[src/rtl/pg_uart_csr_pkg.sv]
// Shared types and constants for the PG UART CSR bridge: DFH layout,
// feature-local offsets, FSM states and AXI response codes.
package pg_uart_csr_pkg;

    localparam logic [11:0] DFH_OFF     = 12'h000;
    localparam logic [11:0] UART_BASE   = 12'h100;
    localparam logic [11:0] UART_LAST   = 12'h11C;

    localparam logic [1:0]  RESP_OKAY   = 2'b00;
    localparam logic [1:0]  RESP_SLVERR = 2'b10;

    typedef enum logic [2:0] {
        IDLE,
        UART_WR,
        UART_RD,
        WRESP,
        RRESP
    } state_t;

    typedef struct packed {
        logic [3:0]  feat_type;
        logic [18:0] rsvd;
        logic        eol;
        logic [23:0] next_off;
        logic [3:0]  ver;
        logic [11:0] id;
    } dfh_t;

    // True for any byte address inside the 16550 register block,
    // including the unaligned bytes of the last register.
    function automatic logic in_uart_window(input logic [11:0] addr);
        return (addr >= UART_BASE) && (addr <= (UART_LAST + 12'h003));
    endfunction

endpackage

[src/rtl/pg_uart_csr_bridge.sv]
// AXI4-Lite CSR slave for the PG UART feature: serves the DFH and forwards
// 16550 register accesses to the UART core over a req/ack byte port, with a
// timeout so a silent core can never stall the host.
module pg_uart_csr_bridge
    import pg_uart_csr_pkg::*;
#(
    parameter logic [11:0] FEAT_ID         = 12'h024,
    parameter logic [3:0]  FEAT_VER        = 4'h0,
    parameter logic [23:0] NEXT_DFH_OFFSET = 24'h0,
    parameter logic        END_OF_LIST     = 1'b1,
    parameter int          TIMEOUT_CYCLES  = 256
) (
    input  logic        clk,
    input  logic        rst,
    input  logic        awvalid,
    output logic        awready,
    input  logic [11:0] awaddr,
    input  logic        wvalid,
    output logic        wready,
    input  logic [63:0] wdata,
    input  logic [7:0]  wstrb,
    output logic        bvalid,
    input  logic        bready,
    output logic [1:0]  bresp,
    input  logic        arvalid,
    output logic        arready,
    input  logic [11:0] araddr,
    output logic        rvalid,
    input  logic        rready,
    output logic [63:0] rdata,
    output logic [1:0]  rresp,
    output logic        uart_req,
    output logic        uart_we,
    output logic [2:0]  uart_addr,
    output logic [7:0]  uart_wdata,
    input  logic        uart_ack,
    input  logic [7:0]  uart_rdata
);

    localparam int CNT_W = (TIMEOUT_CYCLES > 2) ? $clog2(TIMEOUT_CYCLES) : 1;
    localparam logic [CNT_W-1:0] CNT_LAST = CNT_W'(TIMEOUT_CYCLES - 1);

    state_t           state;
    state_t           state_nxt;
    logic [CNT_W-1:0] cnt;
    logic             load_uart;
    logic             load_bresp;
    logic             load_rresp;
    logic             uart_we_nxt;
    logic [2:0]       uart_addr_nxt;
    logic [7:0]       uart_wdata_nxt;
    logic [1:0]       resp_nxt;
    logic [63:0]      rdata_nxt;
    logic             lane_strobe;
    logic [7:0]       lane_byte;
    logic             in_uart_state;
    logic             unused_inputs;
    dfh_t             dfh;

    assign dfh = '{feat_type: 4'h3, rsvd: 19'h0, eol: END_OF_LIST,
                   next_off: NEXT_DFH_OFFSET, ver: FEAT_VER, id: FEAT_ID};

    // Each 64-bit beat carries two 32-bit UART registers; addr[2] picks the lane.
    assign lane_strobe   = awaddr[2] ? wstrb[4] : wstrb[0];
    assign lane_byte     = awaddr[2] ? wdata[39:32] : wdata[7:0];
    assign in_uart_state = (state == UART_WR) || (state == UART_RD);
    assign unused_inputs = ^{wdata[63:40], wdata[31:8], wstrb[7:5], wstrb[3:1]};

    // Response valids follow the state directly so the payload registers stay stable.
    assign bvalid = (state == WRESP);
    assign rvalid = (state == RRESP);

    // State register; reset abandons any transaction without a response.
    always_ff @(posedge clk) begin
        if (rst) state <= IDLE;
        else     state <= state_nxt;
    end

    // Next-state decode, address handshakes and the UART request strobe.
    always_comb begin
        state_nxt      = state;
        awready        = 1'b0;
        wready         = 1'b0;
        arready        = 1'b0;
        load_uart      = 1'b0;
        load_bresp     = 1'b0;
        load_rresp     = 1'b0;
        uart_we_nxt    = 1'b0;
        uart_addr_nxt  = 3'd0;
        uart_wdata_nxt = 8'd0;
        resp_nxt       = RESP_OKAY;
        rdata_nxt      = 64'd0;
        uart_req       = in_uart_state && !uart_ack;
        case (state)
            IDLE: begin
                if (!rst && awvalid && wvalid) begin
                    awready = 1'b1;
                    wready  = 1'b1;
                    if (in_uart_window(awaddr) && awaddr[1:0] == 2'b00 && lane_strobe) begin
                        state_nxt      = UART_WR;
                        load_uart      = 1'b1;
                        uart_we_nxt    = 1'b1;
                        uart_addr_nxt  = awaddr[4:2];
                        uart_wdata_nxt = lane_byte;
                    end else begin
                        state_nxt  = WRESP;
                        load_bresp = 1'b1;
                        if (in_uart_window(awaddr) && awaddr[1:0] != 2'b00)
                            resp_nxt = RESP_SLVERR;
                    end
                end else if (!rst && arvalid) begin
                    arready = 1'b1;
                    if (in_uart_window(araddr) && araddr[1:0] == 2'b00) begin
                        state_nxt     = UART_RD;
                        load_uart     = 1'b1;
                        uart_addr_nxt = araddr[4:2];
                    end else begin
                        state_nxt  = RRESP;
                        load_rresp = 1'b1;
                        if (in_uart_window(araddr))
                            resp_nxt = RESP_SLVERR;
                        else if (araddr == DFH_OFF)
                            rdata_nxt = dfh;
                    end
                end
            end
            UART_WR: begin
                if (uart_ack) begin
                    state_nxt  = WRESP;
                    load_bresp = 1'b1;
                end else if (cnt == CNT_LAST) begin
                    state_nxt  = WRESP;
                    load_bresp = 1'b1;
                    resp_nxt   = RESP_SLVERR;
                end
            end
            UART_RD: begin
                if (uart_ack) begin
                    state_nxt  = RRESP;
                    load_rresp = 1'b1;
                    rdata_nxt  = {24'h0, uart_rdata, 24'h0, uart_rdata};
                end else if (cnt == CNT_LAST) begin
                    state_nxt  = RRESP;
                    load_rresp = 1'b1;
                    resp_nxt   = RESP_SLVERR;
                    rdata_nxt  = {64{1'b1}};
                end
            end
            WRESP: begin
                if (bready) state_nxt = IDLE;
            end
            RRESP: begin
                if (rready) state_nxt = IDLE;
            end
            default: state_nxt = IDLE;
        endcase
    end

    // Payload registers and the ack timeout counter, cleared on every UART entry.
    always_ff @(posedge clk) begin
        if (rst) begin
            cnt        <= '0;
            bresp      <= RESP_OKAY;
            rresp      <= RESP_OKAY;
            rdata      <= 64'd0;
            uart_we    <= 1'b0;
            uart_addr  <= 3'd0;
            uart_wdata <= 8'd0;
        end else begin
            if (load_uart) begin
                cnt        <= '0;
                uart_we    <= uart_we_nxt;
                uart_addr  <= uart_addr_nxt;
                uart_wdata <= uart_wdata_nxt;
            end else if (in_uart_state) begin
                cnt <= cnt + 1'b1;
            end
            if (load_bresp) bresp <= resp_nxt;
            if (load_rresp) begin
                rresp <= resp_nxt;
                rdata <= rdata_nxt;
            end
        end
    end

endmodule

[config.mk]
export PLATFORM = sky130hd
export DESIGN_NAME = pg_uart_csr_bridge
export DESIGN_NICKNAME = d
export VERILOG_FILES = /design/src/rtl/pg_uart_csr_pkg.sv /design/src/rtl/pg_uart_csr_bridge.sv
export SDC_FILE = /design/constraint.sdc
export NUM_CORES = 1
export LEC_CHECK = 0
export CORE_UTILIZATION = 30
export CTS_BUF_LIST = sky130_fd_sc_hd__clkbuf_8
export DETAILED_ROUTE_END_ITERATION = 10
export GPL_TIMING_DRIVEN = 0
export PLACE_DENSITY = 0.79
export RECOVER_POWER = 25
export SLEW_MARGIN = 0
export SYNTH_ARGS = -nofsm -noshare
export SYNTH_HDL_FRONTEND = slang
export SYNTH_SLANG_ARGS = --single-unit
[constraint.sdc]
create_clock -name clk -period 4.5 [get_ports clk]
set_clock_uncertainty 0.15 [all_clocks]
set_input_delay 0.9 -clock clk [delete_from_list [all_inputs] [get_ports clk]]
set_output_delay 0.9 -clock clk [all_outputs]
set_load 0.01 [all_outputs]
==> results of run 1 <==
-- per-layer routing --
| metal | part of all wire (%) | track usage, % | vias up |
|---|---|---|---|
| met5 | 0 | 0 | - |
| met4 | 0.70 | 4.17 | 0 |
| met3 | 10 | 5.02 | 6 |
| met2 | 48 | 28.6 | 137 |
| met1 | 41 | 18.9 | 992 |
| li1 | - | - | 1145 |
-- cell usage after synthesis, drive strengths merged, types with 3 or more instances --
| library cell | count | area share, % |
|---|---|---|
| buf | 60 | 20 |
| dfxtp | 37 | 34 |
| nor2 | 22 | 3.9 |
| nand2 | 18 | 3.1 |
| a21oi | 13 | 3.0 |
| o21ai | 10 | 2.5 |
| mux2i | 9 | 4.1 |
| o2bb2ai | 8 | 3.2 |
| a211oi | 7 | 2.4 |
| nor3 | 7 | 1.8 |
| clkbuf | 6 | 1.0 |
| xnor2 | 6 | 2.4 |
| inv | 5 | 0.86 |
| a22oi | 4 | 1.4 |
| a31oi | 4 | 1.1 |
| nand3 | 4 | 0.92 |
| nor4 | 4 | 1.1 |
| or3 | 4 | 1.1 |
| and3 | 3 | 0.86 |
| or2 | 3 | 0.86 |
-- cell families (layout without fill, tap and decap cells) --
| family | count (synthesis) | after routing | synth area share, % |
|---|---|---|---|
| adder cells (fa/ha/maj) | 1 | 1 | 0.574 |
| other | 1 | 2 | 0.172 |
| flip-flops | 37 | 37 | 34.0 |
| AND/OR/NAND/NOR | 77 | 77 | 18.3 |
| AO/OA/AOI/OAI | 54 | 54 | 17.4 |
| buffers and inverters | 71 | 219 | 22.3 |
| XOR/XNOR | 8 | 8 | 3.21 |
| multiplexers | 9 | 9 | 4.13 |
-- state kept, by name (all words and copies together) (netlist names) --
signal and count:
cnt 8, state 3, uart_addr 3, rresp 1, uart_wdata 8, bresp 1, uart_we 1, rdata 12
-- worst paths after layout --
path                       from       endpoint  slack, ns  cells past startpoint
setup / recovery         wvalid         wready       0.49                      6
hold / removal    uart_wdata[3]  uart_wdata[3]       0.31                      1
setup reg to reg       state[0]      rdata[37]       2.14                      8
hold reg to reg   uart_wdata[3]  uart_wdata[3]       0.31                      1
-- cell type report --
cell class	count	area, um^2	share of cell area, %
clock buffer	5	68.8	1.80
buffer	66	467	12.2
clock inverter	3	42.5	1.11
sequential	37	742	19.4
timing repair buffer	140	1400	36.7
multi-input combinational	151	957	25.1
tap	96	120	3.15
inverter	5	18.8	0.492
-- power by group through the flow --
| stage | Sequential, mW | Combinational (mW) | Clock (mW) |
|---|---|---|---|
| 2_1_floorplan | 0.390 | 0.172 | 0 |
| 3_3_place_gp | 0.384 | 0.328 | 0 |
| 3_5_place_dp | 0.386 | 0.337 | 0 |
| 4_1_cts | 0.378 | 0.338 | 0.291 |
| 5_1_grt | 0.382 | 0.360 | 0.308 |
| 6_report | 0.377 | 0.330 | 0.290 |
-- placed cells by master, fill, tap and decap left out, types with 8 or more instances in the layout --
cell type | synthesis | layout
clkdlybuf4s50_1 | 0 | 110
buf_4 | 55 | 55
dfxtp_1 | 37 | 36
dlygate4sd3_1 | 0 | 30
nor2_1 | 21 | 21
nand2_1 | 18 | 18
a21oi_1 | 13 | 13
mux2i_1 | 9 | 9
o21ai_0 | 9 | 9
o2bb2ai_1 | 8 | 8
==> metrics.txt, run 1 <==
family with the most delay on the worst path=buffers and inverters; setup TNS=0 ns; die height=87.2 um; sequential cell area fraction in the yosys report=34.0%; Num CTS Buffers=5; post-synthesis cell type count=46; TritonCTS clock tree=done; status=finished clean; data arrival time of the worst path=2.96 ns; drt initial violations=127; Hold Crit Class=reg2reg; Synth Register Bits=37; initial antenna violation count=0; max-slew violation count=0; CP Class=in2out; final setup violation count=0; Area Growth Syn to Fin=75.1%; Max-Cap Viols=0; Buf/Inv on CP=4; root buf cell=clkbuf_8; Internal Power=0.687 mW; Post-Synthesis Cell Area=0.00218 mm^2; Final Wtd Congestion=0.877; post-layout util=55.3%; initial core utilization=31.6%; post-synthesis cell count=258; Mapped Avg Cell Area=8.45 um^2; via count=2280; DP Cell Count=495; placeable core area=0.00691 mm^2; Boundary Pins=198; Die Wd=87.2 um; CTS HTree Levels=2; filler instances=628; clock power share=29.1%; Syn. warnings=0; die area=0.00761 mm^2; Routed Antenna Nets=0; Final Non-Filler Cells=503; vias per cell=4.53; final hold vios=0; crit-path cells=clkdlybuf4s50_1, nand2_1, or3b_2, inv_1, buf_4, clkdlybuf4s50_1; Row Count=30; most frequent CP cell=clkdlybuf4s50_1; Slew HR=53.0%; dpl hpwl=5040 um; Skew-Pair Late Insertion Delay=0.29 ns; CTS sink cnt=37; total track usage=16.2%; setup ws final=0.490 ns; power per cell area=261 mW/mm^2; unrepaired setup endpoints after global routing=false; Post-DP Area=0.00370 mm^2; Comb pwr share=33.1%; Psw=0.310 mW; post-synthesis async set-or-reset flop share=0%; CP Max Fanout=6; WL per Instance=12.4 um; Fin Hold WS=0.311 ns; # diodes=0; Seq pwr share=37.9%; drt first pass iters=4; dominant synthesized flop cell=dfxtp_1; Post-CTS Resized=0; crit start category=input port; DP Worst Slack=0.478 ns; Setup Fix Bufs, Post-CTS=0; clk buf depth=2; Worst EP required=3.45 ns; largest net degree at the start of global routing=47; worst vdd ir=0.000125 V; port buffer count=140; Worst Tran Pin Value=0.706 ns; Final Total Pwr=0.997 mW; routed wire length=6250 um; final period utilization=89.1%; hold buffer count at CTS=0; DRC=0; Final min period=4.01 ns; fin area=0.00382 mm^2; Slowest-stage cell, CP=or3b_2; Peak Freq=249 MHz; Switching Fraction=31.1%; clock-pin slew on the worst setup and hold paths=0.08 ns; Final nets=519; EDFF count, synth=0; layout cells sized above 1=18.4%; Pleak=1.59 nW; first-pass GRT wire length=9650 um; slowest cell delay on critical path=0.55 ns; GR Overflow Total=0; Setup crit end kind=output pin; vias in the first global route=2083
Note: power is estimated with default switching activity, not from simulation.
==> inputs of run 2 (changes only) <==
--- a/config.mk
+++ b/config.mk
@@ -5,13 +5,14 @@
 export SDC_FILE = /design/constraint.sdc
 export NUM_CORES = 1
 export LEC_CHECK = 0
+export ABC_CLOCK_PERIOD_IN_PS = 4500
 export CORE_UTILIZATION = 30
 export CTS_BUF_LIST = sky130_fd_sc_hd__clkbuf_8
 export DETAILED_ROUTE_END_ITERATION = 10
 export GPL_TIMING_DRIVEN = 0
 export PLACE_DENSITY = 0.79
 export RECOVER_POWER = 25
-export SLEW_MARGIN = 0
+export SETUP_SLACK_MARGIN = 0.02
 export SYNTH_ARGS = -nofsm -noshare
 export SYNTH_HDL_FRONTEND = slang
 export SYNTH_SLANG_ARGS = --single-unit
==> results of run 2 <==
Final layout, timing and power as in run 1 (identical DEF).
==> inputs of run 3 (changes only) <==
--- a/config.mk
+++ b/config.mk
@@ -5,7 +5,7 @@
 export SDC_FILE = /design/constraint.sdc
 export NUM_CORES = 1
 export LEC_CHECK = 0
-export ABC_CLOCK_PERIOD_IN_PS = 4500
+export ABC_CLOCK_PERIOD_IN_PS = 4900
 export CORE_UTILIZATION = 30
 export CTS_BUF_LIST = sky130_fd_sc_hd__clkbuf_8
 export DETAILED_ROUTE_END_ITERATION = 10
==> constraint.sdc (replaced) <==
create_clock -name clk -period 4.9 [get_ports clk]
set_clock_uncertainty 0.15 [all_clocks]
set_input_delay 0.98 -clock clk [delete_from_list [all_inputs] [get_ports clk]]
set_output_delay 0.98 -clock clk [all_outputs]
set_load 0.01 [all_outputs]
==> results of run 3 <==
The final DEF is identical to that of run 1. Status: finished clean.
Among the figures that moved: setup slack after placement 0.478 ns -> 0.718 ns; setup slack after layout 0.490 ns -> 0.730 ns; register-to-register setup slack 2.14 ns -> 2.54 ns; total power 0.997 mW -> 0.915 mW; worst IR drop on VDD 0.000125 V -> 0.000115 V
==> RTL change, RTL diff (config.mk and constraints of run 3) <==
Set the parameter `TIMEOUT_CYCLES` to 512 (it was 256).
--- a/src/rtl/pg_uart_csr_bridge.sv
+++ b/src/rtl/pg_uart_csr_bridge.sv
@@ -8,7 +8,7 @@
     parameter logic [3:0]  FEAT_VER        = 4'h0,
     parameter logic [23:0] NEXT_DFH_OFFSET = 24'h0,
     parameter logic        END_OF_LIST     = 1'b1,
-    parameter int          TIMEOUT_CYCLES  = 256
+    parameter int          TIMEOUT_CYCLES  = 512
 ) (
     input  logic        clk,
     input  logic        rst,
Check against the original RTL: same outputs for any inputs over 4 cycles, from zero or initial values and one cycle with rst high; that may be too few to reach the edited logic, so the function may still have changed.
==> RTL change against run 3 <==
Synthesized area up 4.5%. Worst setup slack better by 0.19 ns. Total power down 8.8%. Design area up 1.7%. Clock power down 18%. Sequential share of layout area up 0.18 points. Worst hold slack worse by 0.0088 ns. Sequential cell count up 1. Routed wire length up 8.6%. Final cell count up 2.8%. Critical path type unchanged.
==> RTL change: results (changes against run 3) <==
Run status
  – Status: finished, final reports clean

Route
  – Total wire length: 6790 um (+8.6%)
  – Vias after detailed routing: 2367 (+3.8%)
  – Iteration count of the initial detailed-routing pass: 4 (unchanged)
  – Post-DR vias/cell: 4.58 (+1.0%)
  – Iter 0 DRT Violations: 86 (-32%)

Global routing
  – Largest net degree at the start of global routing: 47 (unchanged)
  – Vias in the first global route: 2151 (+3.3%)
  – Initial antenna violation count: 0 (unchanged)
  – Global Route Usage Sum: 0.166 (+0.00413)
  – Global-route wire length before repair: 10100 um (+4.6%)

CTS
  – Longest Clk Path Bufs: 2 (unchanged)
  – PostCTS Resize Cnt: 0 (unchanged)
  – Htree depth: 2 (unchanged)
  – Clock Latency Late Sink: 0.29 ns (about the same)
  – Clock slew at reported path FFs: 0.07 ns
  – Inserted Clock Buffers: 5 (unchanged)
  – Root buffer cell: clkbuf_8

Finish
  – Final #Nets: 531 (+2.3%)
  – Layout cells sized above 1: 0.187 (+0.00233)
  – Fillers: 654 (+4.1%)
  – Biggest regs: rdata: 12 flops, cnt: 9 flops, uart_wdata: 8 flops
  – Layout Utilization: 0.533 (-0.0201)

Setup path
  – Max incr delay on CP: 0.52 ns (-0.03 ns)
  – Cell family with most CP delay: buffers and inverters
  – WP data arrival: 2.85 ns (-0.19 ns)
  – R2R cell count: 11 (+3)
  – CP startpoint: wvalid
  – Reg2reg start: cnt[0]$_SDFFE_PP0N_
  – Slowest cell on the critical path: clkdlybuf4s50_1

Yosys
  – Main flop type after synthesis: dfxtp_1
  – Most instantiated cells after synthesis: 56 x buf_4, 38 x dfxtp_1, 20 x nand2_1
  – Yosys Warn Count: 0 (unchanged)
  – Async S/R FF share, synth: 0 (unchanged)
  – Netlist cell types: 47 (+2.2%)
  – Post-Syn Instances: 270 (+4.7%)
  – Sequential share of the synthesized area: 0.334 (-0.00577)
  – Ranking of synthesized cells by area: dfxtp_1 33%, buf_4 18%, a21oi_1 3.5%

Placement
  – Placed insts: 509 (+2.8%)
  – DP Area: 3800 um^2 (+2.5%)
  – Post-Place Worst Slack: 0.982 ns (+0.264 ns)
  – RePlAce Congestion: 0.771 (-12%)
  – DP HPWL: 5510 um (+9.3%)
  – PortBufs: 139 (-0.71%)

Worst hold path
  – Hold Crit Start: rdata[37]$_SDFFE_PP0P_
  – Hold WC Path Type: flop to flop
  – Hold path depth: 2 (+1)

Power
  – Leakage: 1.63 nW (+2.4%)
  – Max IR drop VDD: 0.103 mV (-9.8%)
  – Internal: 0.000587 W (-6.9%)

Timing
  – Slew @ Worst Pin: 0.760 ns (+0.0549 ns)
  – Setup TNS: 0 ns (unchanged)
  – Pins Over Slew Limit: 0 (unchanged)
RTL change: changes by cell type after synthesis, moves of 4 or more:
cell | run 3 | this run
nor3_1 | 6 | 11
nor2b_1 | 1 | 5
o2bb2ai_1 | 8 | 1
o31ai_1 | 0 | 8
a211oi_1 | 7 | 2
nor2_1 | 21 | 15
nand3b_1 | 0 | 9
RTL change: layer usage:
layer / track usage / part of all wire
met3: 0.0406 / 0.075
met4: 0.0563 / 0.020
met2: 0.308 / 0.50
met1: 0.184 / 0.41
met5: 0 / 0
RTL change: area by class of cell:
cell class,instances,area share
Buffer,69,0.128
Sequential cell,38,0.196
Clock inverter,2,0.00226
Inverter,4,0.00387
Clock buffer,6,0.0213
Multi-Input combinational cell,160,0.258
Timing Repair Buffer,139,0.358
Tap cell,99,0.0319
RTL change: final timing paths:
kind / end / slack (ns)
worst max-delay path: wready / 0.92
worst min-delay path: rdata[37]$_SDFFE_PP0P_ / 0.30
worst min register to register: rdata[37]$_SDFFE_PP0P_ / 0.30
worst max register to register: rdata[35]$_SDFFE_PP0P_ / 2.18
RTL change: power groups by stage:
stage                     Sequential [W]  Clock, W  Combinational [W]
final                           0.000347  0.000218           0.000271
after global routing            0.000350  0.000238           0.000298
after CTS                       0.000347  0.000220           0.000279
after detailed placement        0.000354         0           0.000277
after global placement          0.000353         0           0.000274
after floorplan                 0.000359         0           0.000144
RTL change: cells by family (layout without fill, tap and decap cells):
kind of cell	Yosys count	count (layout)	synth area share
and+or+nand+nor	90	90	0.218
DFF	38	38	0.334
other	1	2	0.00165
AOI/OAI and AO/OA	49	49	0.140
xor gates and xnor gates	8	8	0.0308
muxes	9	9	0.0401
buffers and inverters	73	220	0.225
adders and majority gates	2	2	0.0110
